==> config.mk <==
export PLATFORM = sky130hd
export DESIGN_NAME = nzcv_cond_unit
export DESIGN_NICKNAME = d
export VERILOG_FILES = /design/src/rtl/nzcv_cond_unit.sv
export SDC_FILE = /design/constraint.sdc
export NUM_CORES = 1
export LEC_CHECK = 0
export ABC_CLOCK_PERIOD_IN_PS = 1920
export CORE_MARGIN = 4
export CORE_UTILIZATION = 42
export CTS_BUF_LIST = sky130_fd_sc_hd__clkbuf_16
export DETAILED_ROUTE_END_ITERATION = 12
export PLACE_DENSITY = 0.78
export SLEW_MARGIN = 40
export SYNTH_ARGS = -nofsm -noshare
export SYNTH_HDL_FRONTEND = slang
export SYNTH_SLANG_ARGS = --single-unit
==> constraint.sdc <==
create_clock -name clk -period 1.92 [get_ports clk]
set_input_delay 0.192 -clock clk [delete_from_list [all_inputs] [get_ports clk]]
set_output_delay 0.192 -clock clk [all_outputs]
set_load 0.01 [all_outputs]
==> src/rtl/nzcv_cond_unit.sv <==
// NZCV flag register with writer scoreboard and condition evaluation.
// Forwards same-cycle flag writes into a 1-cycle registered pass/fail.
module nzcv_cond_unit (
  input  logic       clk,
  input  logic       rst_n,
  input  logic       issue_valid,
  input  logic       flag_wr_valid,
  input  logic [3:0] flag_wr_data,
  input  logic [3:0] flag_wr_mask,
  input  logic       cond_valid,
  input  logic [3:0] cond_code,
  output logic       cond_ready,
  output logic       exec_valid,
  output logic       exec_pass,
  output logic [3:0] nzcv,
  output logic [1:0] pending,
  output logic       ovf_err
);

  logic [3:0] feff;
  logic       inc;
  logic       dec;
  logic       accept;
  logic       pass;

  function automatic logic eval(
    input logic [3:0] code,
    input logic [3:0] f
  );
    logic n, z, c, v;
    {n, z, c, v} = f;
    unique case (code)
      4'h0:    eval = z;
      4'h1:    eval = !z;
      4'h2:    eval = c;
      4'h3:    eval = !c;
      4'h4:    eval = n;
      4'h5:    eval = !n;
      4'h6:    eval = v;
      4'h7:    eval = !v;
      4'h8:    eval = c && !z;
      4'h9:    eval = !c || z;
      4'hA:    eval = n == v;
      4'hB:    eval = n != v;
      4'hC:    eval = !z && (n == v);
      4'hD:    eval = z || (n != v);
      4'hE:    eval = 1'b1;
      default: eval = 1'b0;
    endcase
  endfunction

  assign feff = flag_wr_valid
              ? (nzcv & ~flag_wr_mask)
                | (flag_wr_data & flag_wr_mask)
              : nzcv;

  assign inc = issue_valid && !flag_wr_valid;
  assign dec = flag_wr_valid && !issue_valid;

  // In reset the scoreboard is treated as already empty
  assign cond_ready = !rst_n
                   || (pending == 2'd0)
                   || (pending == 2'd1 && dec);

  assign accept = cond_valid && cond_ready;
  assign pass   = eval(cond_code, feff);

  always_ff @(posedge clk) begin
    if (!rst_n) begin
      nzcv       <= 4'b0000;
      pending    <= 2'd0;
      ovf_err    <= 1'b0;
      exec_valid <= 1'b0;
      exec_pass  <= 1'b0;
    end else begin
      nzcv       <= feff;
      exec_valid <= accept;
      if (accept)
        exec_pass <= pass;
      if (inc) begin
        if (pending == 2'd3)
          ovf_err <= 1'b1;
        else
          pending <= pending + 2'd1;
      end else if (dec && pending != 2'd0) begin
        pending <= pending - 2'd1;
      end
    end
  end

endmodule

# Yosys cells after proc, flatten, opt, wreduce, memory -nomap -nowiden
# Cells that the tools add are included.
# totals
out_inout_bits,10
reg_bits,9
elab_cells,59
input_bits,17
# classes
reduce_logical,24
n_mux,5
eq_ne,19
addsub,2
bitwise,4
# op_table
operator,n
"4-bit equality test, second input constant",7
"4-bit by 3-bit equality test with 1-bit output, second input constant",4
1-bit one-hot mux with 15 select lines,1
4-bit bitwise AND,2
"4-bit by 2-bit equality test with 1-bit output, second input constant",2
1-bit logical AND,7
1-bit zero test,7
2-bit two-way mux,3
"4-bit by 1-bit equality test with 1-bit output, second input constant",1
4-bit zero test,1
1-bit logical OR,4
4-bit two-way mux,1
4-bit NOT,1
4-bit bitwise OR,1
2-bit AND reduction,2
2-bit nonzero test,2
"2-bit by 1-bit adder with 2-bit output, second input constant",1
"2-bit by 1-bit equality test with 1-bit output, second input constant",1
"2-bit equality test, second input constant",1
2-bit zero test,1
"2-bit != test, second input constant",1
"2-bit by 1-bit subtractor with 2-bit output, second input constant",1
1-bit equality test,1
1-bit != test,1

# Depth between registers and ports, before layout
# depth
depth_word,7
ltp_mapped,7
depth_no_buf,7

# Least setup slack after synthesis
# OpenSTA, ideal clock, no wires.
# synth_timing
path_type,register to register
from,reg nzcv[0]
to,reg exec_pass
setup_ns,0.123
t_arrival_ns,1.447
path_buffers,0
setup_slack_ns,0.350
path_stages_with_launch,7
period_less_slack_ns,1.570
required_time_ns,1.797
path_cell_list,dfxtp_1 -> a21bo_2 -> a41o_1 -> or3_1 -> a31oi_1 -> o31a_1 -> o21ai_1
# synth_between
elab_chain_cells,6
word_cells_on_any_way,9
cone_classes,eq/ne (2); mux (2); bitwise (2); reduce/logical (3)
# synth_rtl
element,line,rtl
from (decl),15,"output logic [3:0] nzcv,"
from (signal assigned),70,nzcv <= 4'b0000;
from (signal assigned),76,nzcv <= feff;
4-bit bitwise AND,53,? (nzcv & ~flag_wr_mask)
4-bit bitwise OR,54,| (flag_wr_data & flag_wr_mask)
4-bit two-way mux (*),53,
1-bit != test / 1-bit equality test (equally long branches),--,
1-bit logical OR / 1-bit logical AND (equally long branches),"46, 45",
1-bit one-hot mux with 15 select lines (*),32,unique case (code)
to (signal assigned),79,exec_pass <= pass;
to (decl),14,"output logic exec_pass,"
# Every way passes the cells marked *; elsewhere a longest branch is shown, timed or not.
# A chain may end at the register's enable or synchronous reset.

# Worst setup path after layout
# layout_timing
from,reg pending[1]
to,out cond_ready
# layout_between
elab_chain_cells,3
word_cells_on_any_way,5
cone_classes,eq/ne (1); reduce/logical (4)
# layout_rtl
element,line,rtl
from (decl),16,"output logic [1:0] pending,"
from (signal assigned),84,pending <= pending + 2'd1;
from (signal assigned),86,pending <= pending - 2'd1;
2-bit by 1-bit equality test with 1-bit output / 2-bit zero test (equally long branches),"63, 62",
1-bit logical AND / 1-bit logical OR (equally long branches),"63, 62",
1-bit logical OR (*),63,|| (pending == 2'd1 && dec);
to (decl),12,"output logic cond_ready,"
# Marks and branches as above.

==> out/qor.yml <==
detailed_routing:
  viasPerCell: 5.64
  wl_microns: 1840
  drtIter0Drc: 22
  vias: 772
  route.detailed.drc: 0
  ant_nets: 0
  routedWlPerCell_microns: 13.4
  drt_pass1_iterations: 4
logic_synthesis:
  syn_inst: 87
  avgSynthCellArea_sq_um: 7.85
  async_flop_share_pct: 0
  ys_ff_latch: 9
  synthesis.nets: 107
  yosysSeqAreaShare_pct: 26.4
  yosysUniqueCellTypes: 37
  synthFlopType: "dfxtp_1"
  synth-warning-count: 0
  syn_area_sq_um: 683
  synth_edf_count: 0
grt:
  grt_pass1_vias: 692
  antenna_found_initial: 0
  grt_pass1_wl_microns: 2990
  grt_usage_pct: 15.6
  grt_overflow: 0
  grt_max_degree: 11
power_and_ir_drop:
  p_total_mw: 0.805
  combPwrFrac_pct: 28.2
  p_sw_share_pct: 24.8
  irDropWorstVdd_v: 0.000549
  p_leak_nw: 0.477
  p_int_mw: 0.606
  powerDensity_nw_per_um2: 741
  p_switching_mw: 0.199
  clkPwrFrac_pct: 45.0
  pwr-share-seq_pct: 26.7
layout:
  fillers: 122
  layout_commonest_cell: "clkdlybuf4s50_1"
  diodes: 0
  syn_to_final_growth_pct: 59.0
  drive_gt1_share_pct: 16.5
  fin_util_pct: 71.3
  mostFrequentLayoutCells: "24 x clkdlybuf4s50_1, 10 x nand2_1, 9 x buf_4"
  seq_area_sq_um: 181
  nets: 142
  multi_input_area_sq_um: 458
  fin_cells: 137
critical_path:
  crit_fanout: 4
  critical_path.slowest_cell: "dfxtp_1"
  cp_cell_sequence: "inv_1 -> ha_1 -> a31o_2 -> inv_1 -> nand2_1 -> dlygate4sd2_1"
  start_kind: "flip-flop"
  crit_arrival_ns: 1.54
  cp_top_family: "buffers and inverters"
  required_ns: 1.73
  path_buf_inv: 3
  endpoint_kind: "primary output"
  slowest_delay_ns: 0.38
  startpoint: "pending[1]"
  r2r_slack_ns: 0.20
  r2r_start: "pending[1]"
  reg2reg_depth: 8
  path_common_cell: "inv_1"
  crit_type: "flip-flop to primary output"
  r2r-end: "exec_pass"
  cp.depth: 6
  endpoint: "cond_ready"
placed_design:
  preCtsSetupSlack_ns: -0.174
  place_congestion: 0.928
  placedCellCount: 133
  dp_hpwl_microns: 1410
  port_buffers: 26
timing:
  rsz0062_at_grt: "false"
  fin_crit_sh_pct: 90.2
  fin_ws_ns: 0.188
  worstMarginPinSlew_ns: 0.332
  hold_viol: 0
  skew_ns: 0.00111
  finalSetupViolCount: 0
  fin_tns_setup_ns: 0
  relSlewSlack_pct: 77.8
  report.final.slew_viol_count: 0
  finalCriticalPeriod_ns: 1.73
  fmax_mhz: 577
clocking:
  clk_pin_slew_ns: 0.04
  cts_tree: "built"
  clk_path_buf_depth: 2
  cts_hold_buf: 0
  postCtsResizedCells: 3
  cts_root_buf: "clkbuf_16"
  postCtsSetupBuffers: 0
  htree_num_levels: 1
  clkSinkCount: 9
  clkLatencyLatePin_ns: 0.23
  numCtsBuffers: 3
die:
  die_y_microns: 48.3
  core.rowCount: 14
  ioPinCount: 27
  die_area_sq_um: 2340
  core_area_sq_um: 1520
  die-width_microns: 48.3
  start_util_pct: 44.8
hold_path:
  hold_path_class: "flip-flop to flip-flop"
run_status:
  status: "complete, no violations"
job:
  drv_cap: 0
sequential cells by signal (all words and copies together), names as in the netlist:
register    count
exec_valid      1
exec_pass       1
nzcv            4
pending         2
ovf_err         1
cells in the mapped netlist, types with 2 or more instances:
cell type	instances	area share (%)
a21bo_2	2	2.9
a21oi_1	4	2.9
a22o_1	2	2.6
and2_1	5	4.6
clkbuf_1	4	2.2
dfxtp_1	9	26
ha_1	3	5.5
inv_1	6	3.3
mux2_2	2	3.3
mux2i_1	2	2.9
nand2_1	10	5.5
nand3_1	4	2.9
nor2_1	2	1.1
nor3_1	5	3.7
nor4_1	2	1.8
o21ai_0	2	1.5
xnor2_1	3	3.8
layer usage:
layer	up-vias	GRT usage, %	wire length, microns
met5	-	0	0
met3	2	3.07	108
met2	33	28.0	937
li1	384	-	-
met4	0	5.53	16
met1	353	17.9	777
per-stage QoR:
step | cell area [sq um] | hold WS, ns
6_report | 1090 | 0.462
2_1_floorplan | 683 | 0.363
5_1_grt | 1090 | 0.480
3_3_place_gp | 1010 | 0.447
4_1_cts | 1090 | 0.467
3_5_place_dp | 1010 | 0.457
logic make-up after synthesis:
logic type	share of synthesized area [%]
adders and majority gates	5.50
AOI/OAI and AO/OA	23.8
xor gates and xnor gates	3.85
muxes	8.42
buffers and inverters	6.59
and+or+nand+nor	25.5
DFF	26.4
worst min-delay path by stage:
stage	slack, ns	depth (start not counted)	from	to
after floorplan	0.36	1	cond_valid	exec_valid
after global placement	0.45	1	ovf_err	ovf_err
after detailed placement	0.46	1	ovf_err	ovf_err
after CTS	0.47	1	ovf_err	ovf_err
after global routing	0.48	1	ovf_err	ovf_err
final	0.46	1	ovf_err	ovf_err
power by group through the flow:
stage	sequential (mW)	clock, mW	combinational (mW)
floorplan	0.223	0	0.116
global placement	0.217	0	0.224
detailed placement	0.218	0	0.227
CTS	0.216	0.368	0.228
global route	0.218	0.383	0.248
finish	0.215	0.362	0.227
final cells by class:
type	count	area share, %
Clock buffer	3	6.91
Clock inverter	1	0.346
Inverter	6	2.07
Multi-Input combinational cell	67	42.2
Sequential cell	9	16.7
Tap cell	16	1.84
Timing Repair Buffer	35	30.0
Note: power is estimated with default switching activity, not from simulation.
